[src/rtl/pipe_pkg.sv]
// Shared definitions for the Y86-64 pipeline registers: field widths, bundle
// layouts and offsets, icode/stat encodings and the per-stage bubble patterns.
package pipe_pkg;

  localparam int STAT_W  = 4;
  localparam int ICODE_W = 4;
  localparam int REG_W   = 4;
  localparam int WORD_W  = 64;
  localparam int CC_W    = 3;

  localparam int D_W = 148;
  localparam int E_W = 220;
  localparam int M_W = 145;
  localparam int W_W = 144;

  // Bit offsets of the leading fields; each bundle is packed MSB-first.
  localparam int D_STAT_LSB  = 144;
  localparam int D_ICODE_LSB = 140;
  localparam int E_STAT_LSB  = 216;
  localparam int E_ICODE_LSB = 212;
  localparam int M_STAT_LSB  = 141;
  localparam int M_ICODE_LSB = 137;
  localparam int W_STAT_LSB  = 140;
  localparam int W_ICODE_LSB = 136;

  localparam logic [ICODE_W-1:0] ICODE_NOP    = 4'h1;
  localparam logic [ICODE_W-1:0] ICODE_MRMOVQ = 4'h5;
  localparam logic [ICODE_W-1:0] ICODE_OPQ    = 4'h6;
  localparam logic [ICODE_W-1:0] ICODE_JXX    = 4'h7;
  localparam logic [ICODE_W-1:0] ICODE_RET    = 4'h9;
  localparam logic [ICODE_W-1:0] ICODE_POPQ   = 4'hB;

  localparam logic [STAT_W-1:0] STAT_AOK = 4'b1000;
  localparam logic [STAT_W-1:0] STAT_HLT = 4'b0100;
  localparam logic [STAT_W-1:0] STAT_ADR = 4'b0010;
  localparam logic [STAT_W-1:0] STAT_INS = 4'b0001;

  localparam logic [REG_W-1:0] REG_NONE = 4'hF;
  localparam logic [CC_W-1:0]  CC_RESET = 3'b100;

  typedef struct packed {
    logic [STAT_W-1:0]  stat;
    logic [ICODE_W-1:0] icode;
    logic [3:0]         ifun;
    logic [REG_W-1:0]   rA;
    logic [REG_W-1:0]   rB;
    logic [WORD_W-1:0]  valC;
    logic [WORD_W-1:0]  valP;
  } d_t;

  typedef struct packed {
    logic [STAT_W-1:0]  stat;
    logic [ICODE_W-1:0] icode;
    logic [3:0]         ifun;
    logic [WORD_W-1:0]  valC;
    logic [WORD_W-1:0]  valA;
    logic [WORD_W-1:0]  valB;
    logic [REG_W-1:0]   dstE;
    logic [REG_W-1:0]   dstM;
    logic [REG_W-1:0]   srcA;
    logic [REG_W-1:0]   srcB;
  } e_t;

  typedef struct packed {
    logic [STAT_W-1:0]  stat;
    logic [ICODE_W-1:0] icode;
    logic               Cnd;
    logic [WORD_W-1:0]  valE;
    logic [WORD_W-1:0]  valA;
    logic [REG_W-1:0]   dstE;
    logic [REG_W-1:0]   dstM;
  } m_t;

  typedef struct packed {
    logic [STAT_W-1:0]  stat;
    logic [ICODE_W-1:0] icode;
    logic [WORD_W-1:0]  valE;
    logic [WORD_W-1:0]  valM;
    logic [REG_W-1:0]   dstE;
    logic [REG_W-1:0]   dstM;
  } w_t;

  localparam d_t D_BUBBLE = '{stat: STAT_AOK, icode: ICODE_NOP, ifun: 4'h0,
                              rA: REG_NONE, rB: REG_NONE, valC: '0, valP: '0};
  localparam e_t E_BUBBLE = '{stat: STAT_AOK, icode: ICODE_NOP, ifun: 4'h0,
                              valC: '0, valA: '0, valB: '0,
                              dstE: REG_NONE, dstM: REG_NONE,
                              srcA: REG_NONE, srcB: REG_NONE};
  localparam m_t M_BUBBLE = '{stat: STAT_AOK, icode: ICODE_NOP, Cnd: 1'b0,
                              valE: '0, valA: '0,
                              dstE: REG_NONE, dstM: REG_NONE};
  localparam w_t W_BUBBLE = '{stat: STAT_AOK, icode: ICODE_NOP,
                              valE: '0, valM: '0,
                              dstE: REG_NONE, dstM: REG_NONE};

endpackage

[src/rtl/pipe_reg.sv]
// Width-parameterised pipeline register: stall holds, bubble injects
// bubble_val_i, otherwise loads d_i. Stall has priority over bubble.
module pipe_reg #(
  parameter int                 DATA_W  = 1,
  parameter logic [DATA_W-1:0]  RST_VAL = '0
) (
  input  logic              clk,
  input  logic              rst,
  input  logic              stall_i,
  input  logic              bubble_i,
  input  logic [DATA_W-1:0] bubble_val_i,
  input  logic [DATA_W-1:0] d_i,
  output logic [DATA_W-1:0] q_o
);

  logic [DATA_W-1:0] data_d;
  logic [DATA_W-1:0] data_q;

  always_comb begin
    data_d = d_i;
    if (stall_i)       data_d = data_q;
    else if (bubble_i) data_d = bubble_val_i;
  end

  always_ff @(posedge clk or posedge rst) begin
    if (rst) data_q <= RST_VAL;
    else     data_q <= data_d;
  end

  assign q_o = data_q;

endmodule

[src/rtl/pipe_stage_regs.sv]
// F/D/E/M/W pipeline registers and condition codes driven by the hazard
// controller's stall/bubble/setcc commands. Optional PIPE_PERF_CNT_EN adds counters.
module pipe_stage_regs
  import pipe_pkg::*;
#(
  parameter logic [63:0] PC_RESET = 64'h0,
  parameter logic [2:0]  CC_RESET = pipe_pkg::CC_RESET
) (
  input  logic           clk,
  input  logic           rst,
  input  logic [63:0]    f_pred_pc,
  input  logic [D_W-1:0] d_in,
  input  logic [E_W-1:0] e_in,
  input  logic [M_W-1:0] m_in,
  input  logic [W_W-1:0] w_in,
  input  logic [2:0]     cc_new,
  input  logic           F_stall,
  input  logic           D_stall,
  input  logic           D_bubble,
  input  logic           E_bubble,
  input  logic           M_bubble,
  input  logic           W_stall,
  input  logic           setcc,
  output logic [63:0]    F_predPC,
  output logic [D_W-1:0] D_q,
  output logic [E_W-1:0] E_q,
  output logic [M_W-1:0] M_q,
  output logic [W_W-1:0] W_q,
  output logic [2:0]     cc,
  output logic           ctrl_err
`ifdef PIPE_PERF_CNT_EN
  ,
  output logic [31:0]    perf_cycles,
  output logic [31:0]    perf_stalls,
  output logic [31:0]    perf_bubbles
`endif
);

  pipe_reg #(.DATA_W(64), .RST_VAL(PC_RESET)) u_f (
    .clk(clk), .rst(rst), .stall_i(F_stall), .bubble_i(1'b0),
    .bubble_val_i('0), .d_i(f_pred_pc), .q_o(F_predPC)
  );

  pipe_reg #(.DATA_W(D_W), .RST_VAL(D_BUBBLE)) u_d (
    .clk(clk), .rst(rst), .stall_i(D_stall), .bubble_i(D_bubble),
    .bubble_val_i(D_BUBBLE), .d_i(d_in), .q_o(D_q)
  );

  pipe_reg #(.DATA_W(E_W), .RST_VAL(E_BUBBLE)) u_e (
    .clk(clk), .rst(rst), .stall_i(1'b0), .bubble_i(E_bubble),
    .bubble_val_i(E_BUBBLE), .d_i(e_in), .q_o(E_q)
  );

  pipe_reg #(.DATA_W(M_W), .RST_VAL(M_BUBBLE)) u_m (
    .clk(clk), .rst(rst), .stall_i(1'b0), .bubble_i(M_bubble),
    .bubble_val_i(M_BUBBLE), .d_i(m_in), .q_o(M_q)
  );

  pipe_reg #(.DATA_W(W_W), .RST_VAL(W_BUBBLE)) u_w (
    .clk(clk), .rst(rst), .stall_i(W_stall), .bubble_i(1'b0),
    .bubble_val_i(W_BUBBLE), .d_i(w_in), .q_o(W_q)
  );

  logic [2:0] cc_d, cc_q;
  logic       err_d, err_q;

  // Only an OPq currently in E may update the flags.
  always_comb begin
    cc_d  = cc_q;
    if (setcc && (E_q[E_ICODE_LSB +: ICODE_W] == ICODE_OPQ)) cc_d = cc_new;
    err_d = err_q | (D_stall & D_bubble);
  end

  always_ff @(posedge clk or posedge rst) begin
    if (rst) begin
      cc_q  <= CC_RESET;
      err_q <= 1'b0;
    end else begin
      cc_q  <= cc_d;
      err_q <= err_d;
    end
  end

  assign cc       = cc_q;
  assign ctrl_err = err_q;

`ifdef PIPE_PERF_CNT_EN
  function automatic logic [31:0] sat_inc(input logic [31:0] v, input logic en);
    return (en && (v != 32'hFFFF_FFFF)) ? v + 32'd1 : v;
  endfunction

  logic [31:0] cyc_q, stl_q, bub_q;

  always_ff @(posedge clk or posedge rst) begin
    if (rst) begin
      cyc_q <= '0;
      stl_q <= '0;
      bub_q <= '0;
    end else begin
      cyc_q <= sat_inc(cyc_q, 1'b1);
      stl_q <= sat_inc(stl_q, D_stall);
      bub_q <= sat_inc(bub_q, E_bubble | D_bubble);
    end
  end

  assign perf_cycles  = cyc_q;
  assign perf_stalls  = stl_q;
  assign perf_bubbles = bub_q;
`endif

endmodule

[config.mk]
export PLATFORM = sky130hd
export DESIGN_NAME = pipe_stage_regs
export DESIGN_NICKNAME = d
export VERILOG_FILES = /design/src/rtl/pipe_pkg.sv /design/src/rtl/pipe_reg.sv /design/src/rtl/pipe_stage_regs.sv
export SDC_FILE = /design/constraint.sdc
export NUM_CORES = 1
export LEC_CHECK = 0
export ABC_CLOCK_PERIOD_IN_PS = 29100
export BUFFER_PORTS_ARGS = -buffer_cell sky130_fd_sc_hd__buf_2
export CORE_AREA = 4 4 571 573
export CTS_CLUSTER_SIZE = 28
export DETAILED_ROUTE_END_ITERATION = 10
export DIE_AREA = 0 0 575 577
export PLACE_DENSITY = 0.3
export SLEW_MARGIN = 20
export SYNTH_ARGS = -nofsm -noshare
export SYNTH_HDL_FRONTEND = slang
export SYNTH_SLANG_ARGS = --single-unit
[constraint.sdc]
create_clock -name clk -period 29.1 [get_ports clk]
set_input_delay 7.275 -clock clk [delete_from_list [all_inputs] [get_ports clk]]
set_output_delay 7.275 -clock clk [all_outputs]
set_load 0.01 [all_outputs]
==> flow_metrics.env, run 1 <==
export IMPL_status="finished, final reports clean"
export IMPL_drt_wl_total_um=205000
export IMPL_vias_per_cell=2.73
export IMPL_multi_input_area_um2=7160
export IMPL_cts_htree_levels=3
export IMPL_seqPwrFrac_pct=39.7
export IMPL_synth_seq_cells=725
export IMPL_postSynthAreaPerCell_um2=13.9
export IMPL_critPathLaunchType="primary input"
export IMPL_clockPowerShare_pct=47.9
export IMPL_synth_cell_types=19
export IMPL_whs_ns=0.453
export IMPL_wl_per_cell_um=26.4
export IMPL_post_cts_buffers=0
export IMPL_antenna_found_initial=244
export IMPL_cts_repair_resized=0
export IMPL_cp_max_fo=129
export IMPL_seq_area_um2=18200
export IMPL_drc=0
export IMPL_setup_viol=0
export IMPL_cp_required_ns=29.88
export IMPL_initial_core_util_pct=8.09
export IMPL_fin_skew_ns=0.00424
export IMPL_cp_end_kind="asynchronous set/reset pin"
export IMPL_leakagePower_nw=19.8
export IMPL_crit_family="buffers and inverters"
export IMPL_path_cells="buf_2, inv_8, buf_12, buf_4, buf_12"
export IMPL_synth_warnings=0
export IMPL_clock_sinks=725
export IMPL_drt_pass1_iterations=5
export IMPL_fin_ws_ns=19.79
export IMPL_mostFrequentLayoutCells="1451 x buf_2, 676 x dfrtp_1, 289 x nor2b_1"
export IMPL_areaGrowthSynthToFinish_pct=61.7
export IMPL_postCtsHoldBufs=0
export IMPL_final_cell_area_um2=41900
export IMPL_period_minus_slack_ns=9.31
export IMPL_overflow=0
export IMPL_drt_iter0_markers=846
export IMPL_grt_total_usage_pct=11.9
export IMPL_place_port_buffers=1457
export IMPL_grt_pass1_vias=22677
export IMPL_grt_max_degree=130
export IMPL_rsz0062_at_grt="no"
export IMPL_ios=1458
export IMPL_critPathKind="primary input to asynchronous set/reset pin"
export IMPL_max_stage_delay_ns=0.72
export IMPL_hold_path_class="flip-flop to flip-flop"
export IMPL_fmax_mhz=107
export IMPL_netlist_area_um2=25900
export IMPL_insertion_delay_ns=0.82
export IMPL_switching_share_pct=28.1
export IMPL_p_switching_w=0.000797
export IMPL_slew_limit_headroom_pct=28.3
export IMPL_fillers=36717
export IMPL_die_h_um=577
export IMPL_worst_path_buf_inv=5
export IMPL_final_hold_viol_count=0
export IMPL_vdd_ir_drop_worst_uv=39.5
export IMPL_place_area_um2=38300
export IMPL_via_count=21208
export IMPL_tightest_slew_ns=1.08
export IMPL_clockRootBuffer="clkbuf_16"
export IMPL_maxCapViolations=0
export IMPL_cp_data_arrival_time_ns=10.09
export IMPL_cts_tree="done"
export IMPL_synthCells=1861
export IMPL_final_layout_size_suffix_gt1_share_pct=56.6
export IMPL_p_per_area_nw_per_um2=67.7
export IMPL_intPower_w=0.00204
export IMPL_clk_path_buf_depth=4
export IMPL_clk_pin_slew_ns=0.06
export IMPL_grt_pass1_wl_um=257000
export IMPL_path_common_cell="buf_12"
export IMPL_min_period_over_period_pct=32.0
export IMPL_combPwrFrac_pct=12.4
export IMPL_coreArea_um2=321000
export IMPL_syn_nets=2594
export IMPL_place_congestion=0.886
export IMPL_dieArea_um2=332000
export IMPL_nets=4067
export IMPL_place_hpwl_um=174000
export IMPL_slew_violations=0
export IMPL_numCtsBuffers=108
export IMPL_setup_tns_ns=0
export IMPL_die_w_um=575
export IMPL_rows=208
export IMPL_cpMaxStageDelayCell="buf_4"
export IMPL_final_common_cell="buf_2"
export IMPL_ant_nets=0
export IMPL_synth_seq_area_share_pct=70.2
export IMPL_place_ws_ns=18.77
==> worst paths after layout <==
path / startpoint / endpoint / depth (start not counted) / slack (ns)
min in group asynchronous: rst / u_e.q_o[93]$_DFF_PP0_ / 2 / 6.48
max: rst / u_d.q_o[101]$_DFFE_PP0N_ / 5 / 19.79
max reg2reg: u_e.q_o[215]$_DFF_PP0_ / cc[0]$_DFFE_PP0P_ / 3 / 27.70
min reg2reg: ctrl_err$_DFF_PP0_ / ctrl_err$_DFF_PP0_ / 1 / 0.45
min: ctrl_err$_DFF_PP0_ / ctrl_err$_DFF_PP0_ / 1 / 0.45
max in group clk: E_bubble / u_e.q_o[208]$_DFF_PP0_ / 4 / 20.17
==> state kept, by name, summed over array words and instances, names as in the netlist <==
name	cells
cc	3
ctrl_err	1
u_d.q_o	148
u_e.q_o	220
u_f.q_o	64
u_m.q_o	145
u_w.q_o	144
==> power groups by stage <==
stage                     combinational (W)  clock (W)  sequential [W]
after floorplan                    0.000104          0         0.00117
after global placement             0.000370          0         0.00115
after detailed placement           0.000370          0         0.00115
after CTS                          0.000371    0.00144         0.00113
after global routing               0.000388    0.00146         0.00114
final                              0.000352    0.00136         0.00113
==> synth_stat cells <==
cell type / instances / area (um2)
nand4b_1: 1 / 8.76
mux2_4: 60 / 901
inv_1: 1 / 3.75
o21ai_0: 148 / 741
nor2b_1: 289 / 1810
or2_2: 28 / 175
dfrtp_1: 676 / 16900
nand2b_1: 138 / 863
buf_1: 1 / 3.75
buf_6: 10 / 113
clkbuf_1: 59 / 221
nor2_1: 11 / 41.3
a21o_1: 1 / 7.51
buf_2: 33 / 165
mux2_2: 151 / 1700
dfstp_2: 49 / 1290
buf_4: 9 / 67.6
nand2_1: 148 / 556
and2b_1: 48 / 360
==> logic make-up after synthesis <==
| kind of cell | count (synthesis) | share of synthesized area [%] |
|---|---|---|
| compound gates | 149 | 2.88 |
| flops | 725 | 70.2 |
| simple gates | 663 | 14.7 |
| mux | 211 | 10.0 |
| buf+inv | 113 | 2.21 |
==> layer usage <==
metal,vias up,global-route usage [%],routed length [um]
met1,10202,12.4,71600
met2,1405,20.9,99700
li1,9016,-,-
met4,102,2.17,5260
met5,-,0,646
met3,483,6.87,28000
==> area by class of cell <==
type / instances / area share (%)
Sequential cell: 725 / 43.4
Timing Repair Buffer: 1475 / 17.9
Multi-Input combinational cell: 1023 / 17.1
Tap cell: 4305 / 12.8
Clock buffer: 151 / 7.28
Clock inverter: 44 / 1.24
Antenna cell: 45 / 0.268
Inverter: 1 / 0.0268
==> metrics by stage <==
step	power [W]	cells	utilization, %
final	0.00284	7769	13.1
after CTS	0.00294	7724	13.0
after floorplan	0.00127	1861	-
after global routing	0.00299	7736	13.1
after global placement	0.00152	7529	11.9
after detailed placement	0.00152	7529	11.9
(Power assumes the default switching activity.)
==> inputs of run 2 (changes only) <==
--- a/config.mk
+++ b/config.mk
@@ -5,12 +5,13 @@
 export SDC_FILE = /design/constraint.sdc
 export NUM_CORES = 1
 export LEC_CHECK = 0
-export ABC_CLOCK_PERIOD_IN_PS = 29100
+export ABC_AREA = 1
+export ABC_CLOCK_PERIOD_IN_PS = 9700
 export BUFFER_PORTS_ARGS = -buffer_cell sky130_fd_sc_hd__buf_2
-export CORE_AREA = 4 4 571 573
+export CORE_AREA = 4 4 572 574
 export CTS_CLUSTER_SIZE = 28
 export DETAILED_ROUTE_END_ITERATION = 10
-export DIE_AREA = 0 0 575 577
+export DIE_AREA = 0 0 576 578
 export PLACE_DENSITY = 0.3
 export SLEW_MARGIN = 20
 export SYNTH_ARGS = -nofsm -noshare
==> constraint.sdc (replaced) <==
create_clock -name clk -period 9.7 [get_ports clk]
set_input_delay 2.425 -clock clk [delete_from_list [all_inputs] [get_ports clk]]
set_output_delay 2.425 -clock clk [all_outputs]
set_load 0.01 [all_outputs]
==> flow_metrics.env, run 2 <==
export IMPL_seqPwrFrac_pct=40.7
export IMPL_synth_area_top_cells="dfrtp_1 67%, mux2_2 6.6%, dfstp_2 5.1%, inv_1 5.1%, nor2_1 5.0%"
export IMPL_crit_start="u_e.q_o[64]$_DFF_PP0_"
export IMPL_final_cell_area_um2=41400
export IMPL_critPathKind="flip-flop to primary output"
export IMPL_synthCells=1902
export IMPL_dp_cells=7612
export IMPL_regToRegSetupSlack_ns=8.75
export IMPL_largest_register_ffs=220
export IMPL_final_common_cell="buf_2"
export IMPL_critPathLaunchType="flip-flop"
export IMPL_wl_per_cell_um=26.3
export IMPL_synth_warnings=0
export IMPL_max_stage_delay_ns=0.62
export IMPL_min_period_over_period_pct=42.0
export IMPL_dieArea_um2=333000
export IMPL_synth_seq_area_share_pct=71.7
export IMPL_ys_flop_type="dfrtp_1"
export IMPL_switching_share_pct=28.2
export IMPL_areaGrowthSynthToFinish_pct=63.1
export IMPL_slew_limit_headroom_pct=31.5
export IMPL_tightest_slew_ns=1.03
export IMPL_fin_skew_ns=0.0221
export IMPL_overflow=0
export IMPL_hold_path_class="flip-flop to flip-flop"
export IMPL_grt_total_usage_pct=11.9
export IMPL_drt_pass1_iterations=6
export IMPL_p_per_area_nw_per_um2=202
export IMPL_yosysTopAreaCell="dfrtp_1"
export IMPL_grt_pass1_wl_um=258000
export IMPL_fmax_mhz=245
export IMPL_synth_edff_count=0
export IMPL_cts_repair_resized=0
export IMPL_cp_data_arrival_time_ns=1.65
export IMPL_synth_cell_types=18
export IMPL_stdcell_count=7846
export IMPL_final_hold_viol_count=0
export IMPL_nets=4126
export IMPL_intPower_w=0.00600
export IMPL_whs_ns=0.475
export IMPL_grt_pass1_vias=22978
export IMPL_final_layout_size_suffix_gt1_share_pct=55.6
export IMPL_worstSetupPathDepth=1
export IMPL_coreArea_um2=323000
export IMPL_reg2reg_from="u_e.q_o[213]$_DFF_PP0_"
export IMPL_clockPowerShare_pct=46.8
export IMPL_antenna_found_initial=246
export IMPL_initial_core_util_pct=7.87
export IMPL_rows=209
export IMPL_netlist_area_um2=25400
export IMPL_leakagePower_nw=21.2
export IMPL_synth_top_cell_area_share_pct=66.6
export IMPL_reg2reg_to="cc[1]$_DFFE_PP0P_"
export IMPL_post_cts_buffers=0
export IMPL_synth_top_cells_by_count="676 x dfrtp_1, 343 x inv_1, 340 x nor2_1"
export IMPL_syn_nets=2635
export IMPL_period_minus_slack_ns=4.08
export IMPL_crit_family="flip-flops"
export IMPL_critPathCapture="E_q[64]"
export IMPL_postCtsHoldBufs=0
export IMPL_numCtsBuffers=104
export IMPL_drt_iter0_markers=992
export IMPL_path_cells="buf_2"
export IMPL_clk_pin_slew_ns=0.05
export IMPL_vdd_ir_drop_worst_uv=132
export IMPL_worst_path_buf_inv=1
export IMPL_final_core_util_pct=12.8
export IMPL_clockRootBuffer="clkbuf_16"
export IMPL_rsz0062_at_grt="no"
export IMPL_maxCapViolations=0
export IMPL_synth_seq_cells=725
export IMPL_ios=1458
export IMPL_slew_violations=0
export IMPL_drc=0
export IMPL_place_port_buffers=1457
export IMPL_p_switching_w=0.00236
export IMPL_cts_tree="done"
export IMPL_grt_max_degree=135
export IMPL_clock_sinks=725
export IMPL_die_h_um=578
export IMPL_cp_end_kind="primary output"
export IMPL_combPwrFrac_pct=12.5
export IMPL_die_w_um=576
export IMPL_setup_viol=0
export IMPL_cpMaxStageDelayCell="dfrtp_1"
export IMPL_synth_async_reset_ratio_pct=100
export IMPL_drt_wl_total_um=207000
export IMPL_cp_max_fo=1
export IMPL_yosysMostFrequentCell="dfrtp_1"
export IMPL_clk_path_buf_depth=4
export IMPL_via_count=21613
export IMPL_status="finished, final reports clean"
export IMPL_ant_nets=0
export IMPL_mostFrequentLayoutCells="1453 x buf_2, 676 x dfrtp_1, 342 x inv_1"
export IMPL_fillers=37021
export IMPL_cts_htree_levels=3
export IMPL_r2r_cells=5
export IMPL_postSynthAreaPerCell_um2=13.3
export IMPL_vias_per_cell=2.75
export IMPL_cp_required_ns=7.28
export IMPL_place_area_um2=37800
export IMPL_insertion_delay_ns=0.80
export IMPL_place_congestion=0.859
export IMPL_place_hpwl_um=178000
-- run 2: worst min-delay path by stage --
| stage | slack (ns) | end | from | depth (start not counted) |
|---|---|---|---|---|
| 3_5_place_dp | 0.47 | ctrl_err$_DFF_PP0_ | ctrl_err$_DFF_PP0_ | 1 |
| 5_1_grt | 0.49 | cc[2]$_DFFE_PP1P_ | cc[2]$_DFFE_PP1P_ | 2 |
| 3_3_place_gp | 0.45 | cc[2]$_DFFE_PP1P_ | cc[2]$_DFFE_PP1P_ | 2 |
| 2_1_floorplan | 0.47 | cc[2]$_DFFE_PP1P_ | cc[2]$_DFFE_PP1P_ | 2 |
| 4_1_cts | 0.48 | cc[2]$_DFFE_PP1P_ | cc[2]$_DFFE_PP1P_ | 2 |
| 6_report | 0.47 | cc[2]$_DFFE_PP1P_ | cc[2]$_DFFE_PP1P_ | 2 |
-- run 2: worst reg2reg max path, stage by stage (launching register included) --
cell and delay, ns:
dfrtp_1 0.43, inv_1 0.06, nor2_1 0.08, nand3_1 0.12
nand2_1 0.08, nand2_1 0.05
-- run 2: metal layers --
| metal | global-route usage, % | vias to the layer above | routed length [um] |
|---|---|---|---|
| li1 | - | 8976 | - |
| met1 | 14.4 | 10679 | 83000 |
| met2 | 19.3 | 1432 | 93800 |
| met3 | 5.72 | 432 | 24200 |
| met4 | 2.07 | 94 | 4920 |
| met5 | 0 | - | 587 |
-- run 2: cells by family (layout without fill, tap and decap cells) --
kind of cell,count (synthesis),count (layout),synth area share (%)
DFF,725,725,71.7
buffers and inverters,438,2011,7.11
muxes,208,208,10.1
AOI/OAI and AO/OA,149,149,5.14
and+or+nand+nor,382,382,5.93
other,0,46,0
-- run 2: power groups by stage --
| stage | Sequential (W) | Combinational [W] | Clock (W) |
|---|---|---|---|
| floorplan | 0.00350 | 0.000310 | 0 |
| global placement | 0.00346 | 0.00108 | 0 |
| detailed placement | 0.00345 | 0.00109 | 0 |
| CTS | 0.00341 | 0.00109 | 0.00411 |
| global route | 0.00343 | 0.00114 | 0.00421 |
| finish | 0.00340 | 0.00105 | 0.00391 |
-- run 2: final cells by class --
type                       instances  area [um2]  area share, %
sequential                       725       18200           44.0
timing repair buffer            1479        7530           18.2
tap                             4325        5410           13.1
multi-input combinational        739        5390           13.0
clock buffer                     155        3050           7.38
inverter                         344        1290           3.13
clock inverter                    33         404          0.976
antenna                           46         115          0.278
-- run 2: metrics by stage --
stage | total power (W) | worst slack [ns] | TNS [ns]
after global placement | 0.00454 | 4.89 | 0
after detailed placement | 0.00454 | 4.86 | 0
after CTS | 0.00861 | 5.42 | 0
final | 0.00836 | 5.62 | 0
after floorplan | 0.00381 | -2.62 | -1768.86
after global routing | 0.00878 | 5.50 | 0
==> inputs of run 3 (changes only) <==
--- a/config.mk
+++ b/config.mk
@@ -5,13 +5,13 @@
 export SDC_FILE = /design/constraint.sdc
 export NUM_CORES = 1
 export LEC_CHECK = 0
-export ABC_AREA = 1
-export ABC_CLOCK_PERIOD_IN_PS = 9700
+export ABC_AREA = 0
+export ABC_CLOCK_PERIOD_IN_PS = 3600
 export BUFFER_PORTS_ARGS = -buffer_cell sky130_fd_sc_hd__buf_2
-export CORE_AREA = 4 4 572 574
+export CORE_AREA = 4 4 571 573
 export CTS_CLUSTER_SIZE = 28
 export DETAILED_ROUTE_END_ITERATION = 10
-export DIE_AREA = 0 0 576 578
+export DIE_AREA = 0 0 575 577
 export PLACE_DENSITY = 0.3
 export SLEW_MARGIN = 20
 export SYNTH_ARGS = -nofsm -noshare
==> constraint.sdc (replaced) <==
create_clock -name clk -period 3.6 [get_ports clk]
set_input_delay 0.9 -clock clk [delete_from_list [all_inputs] [get_ports clk]]
set_output_delay 0.9 -clock clk [all_outputs]
set_load 0.01 [all_outputs]
==> flow_metrics.env, run 3 (synthesis gave the netlist of run 1 again) <==
export IMPL_final_hold_viol_count=0
export IMPL_final_core_util_pct=13.2
export IMPL_p_per_area_nw_per_um2=535
export IMPL_cp_required_ns=2.70
export IMPL_rows=208
export IMPL_critPathKind="flip-flop to primary output"
export IMPL_coreArea_um2=321000
export IMPL_path_cells="buf_2"
export IMPL_grt_total_usage_pct=12.4
export IMPL_hold_path_class="primary input to flip-flop"
export IMPL_cts_repair_resized=0
export IMPL_cp_end_kind="primary output"
export IMPL_clk_path_buf_depth=4
export IMPL_power_total_w=0.0227
export IMPL_die_h_um=577
export IMPL_critPathLaunchType="flip-flop"
export IMPL_ant_nets=0
export IMPL_fin_skew_ns=0.0364
export IMPL_period_minus_slack_ns=2.60
export IMPL_fmax_mhz=384
export IMPL_slew_limit_headroom_pct=39.6
export IMPL_vias_per_cell=2.78
export IMPL_place_area_um2=38900
export IMPL_whs_path_depth=2
export IMPL_worst_path_buf_inv=1
export IMPL_insertion_delay_ns=0.83
export IMPL_cpMaxStageDelayCell="dfstp_2"
export IMPL_holdPathEnd="u_e.q_o[4]$_DFF_PP1_"
export IMPL_areaGrowthSynthToFinish_pct=63.7
export IMPL_mostFrequentLayoutCells="1451 x buf_2, 676 x dfrtp_1, 289 x nor2b_1"
export IMPL_crit_family="flip-flops"
export IMPL_maxCapViolations=0
export IMPL_cp_data_arrival_time_ns=1.70
export IMPL_final_common_cell="buf_2"
export IMPL_max_stage_delay_ns=0.61
export IMPL_numCtsBuffers=106
export IMPL_nets=4111
export IMPL_rsz0062_at_grt="no"
export IMPL_r2r_cells=4
export IMPL_min_from="e_in[4]"
export IMPL_cts_htree_levels=3
export IMPL_cp_max_fo=1
export IMPL_die_w_um=575
export IMPL_grt_pass1_wl_um=267000
export IMPL_seq_area_um2=18200
export IMPL_leakagePower_nw=20.1
export IMPL_fillers=36645
export IMPL_place_congestion=0.862
export IMPL_fin_ws_ns=0.998
export IMPL_slew_violations=0
export IMPL_reg2reg_to="cc[0]$_DFFE_PP0P_"
export IMPL_drc=0
export IMPL_drt_wl_total_um=213000
export IMPL_clock_sinks=725
export IMPL_setup_tns_ns=0
export IMPL_postCtsHoldBufs=0
export IMPL_dieArea_um2=332000
export IMPL_grt_pass1_vias=22966
export IMPL_largest_register_ffs=220
export IMPL_status="finished, final reports clean"
export IMPL_cts_tree="done"
export IMPL_initial_core_util_pct=8.09
export IMPL_grt_max_degree=99
export IMPL_drt_iter0_markers=915
export IMPL_clk_pin_slew_ns=0.06
export IMPL_regToRegSetupSlack_ns=2.13
export IMPL_final_layout_size_suffix_gt1_share_pct=57.0
export IMPL_overflow=0
export IMPL_drt_pass1_iterations=5
export IMPL_via_count=21677
export IMPL_clockRootBuffer="clkbuf_16"
export IMPL_multi_input_area_um2=7160
export IMPL_antenna_found_initial=280
export IMPL_tightest_slew_ns=0.905
export IMPL_place_port_buffers=1457
export IMPL_reg2reg_from="u_e.q_o[215]$_DFF_PP0_"
export IMPL_setup_viol=0
export IMPL_ios=1458
export IMPL_vdd_ir_drop_worst_uv=342
export IMPL_final_cell_area_um2=42500
export IMPL_post_cts_buffers=0
export IMPL_min_period_over_period_pct=72.3
export IMPL_place_hpwl_um=184000
export IMPL_place_ws_ns=1.34
export IMPL_wl_per_cell_um=27.4
-- run 3: changes by cell type in the layout (fill, tap and decap cells not counted), moves of 136 or more --
cell,delta
inv_1,-342
nor2_1,-327
nor2b_1,+289
o21ai_0,+148
a22o_1,-138
nand2b_1,+138
nand2_1,+136
-- run 3: power by group --
group / switching [W] / internal [W] / leakage, nW
clock network: 0.00423 / 0.00648 / 1.72
registers: 0.000321 / 0.00876 / 9.01
logic: 0.00173 / 0.00119 / 9.35
-- run 3: worst reg2reg max path, stage by stage (launching register included) --
cell and delay (ns):
dfrtp_1 0.47, nand4b_1 0.21, nor2_1 0.10, buf_4 0.22, mux2_2 0.38
-- run 3: final cells by class --
class / count / area share [%]
Tap cell: 4305 / 12.7
Timing Repair Buffer: 1521 / 19.1
Sequential cell: 725 / 42.9
Multi-Input combinational cell: 1023 / 16.9
Clock buffer: 157 / 7.29
Clock inverter: 30 / 0.925
Antenna cell: 31 / 0.183
Inverter: 1 / 0.0177
-- run 3: worst max path at each step --
| stage | end | from | depth (start not counted) |
|---|---|---|---|
| 3_3_place_gp | u_e.q_o[62]$_DFF_PP0_ | E_bubble | 4 |
| 2_1_floorplan | cc[0]$_DFFE_PP0P_ | rst | 1 |
| 6_report | E_q[12] | u_e.q_o[12]$_DFF_PP1_ | 1 |
| 4_1_cts | E_q[212] | u_e.q_o[212]$_DFF_PP1_ | 1 |
| 5_1_grt | E_q[215] | u_e.q_o[215]$_DFF_PP0_ | 1 |
| 3_5_place_dp | u_e.q_o[61]$_DFF_PP0_ | E_bubble | 4 |
-- run 3: routing by layer --
layer,wire [um],vias to the layer above,track usage (%)
met5,924,-,0
li1,-,9072,-
met1,76300,10413,13.0
met3,27300,582,7.14
met2,103000,1468,21.4
met4,6340,142,2.74
-- run 3: per-stage QoR --
| stage | cells | hold WS, ns |
|---|---|---|
| final | 7793 | 0.250 |
| after global routing | 7769 | 0.183 |
| after CTS | 7762 | 0.126 |
| after detailed placement | 7575 | 0.451 |
| after global placement | 7575 | 0.437 |
| after floorplan | 1861 | 0.491 |
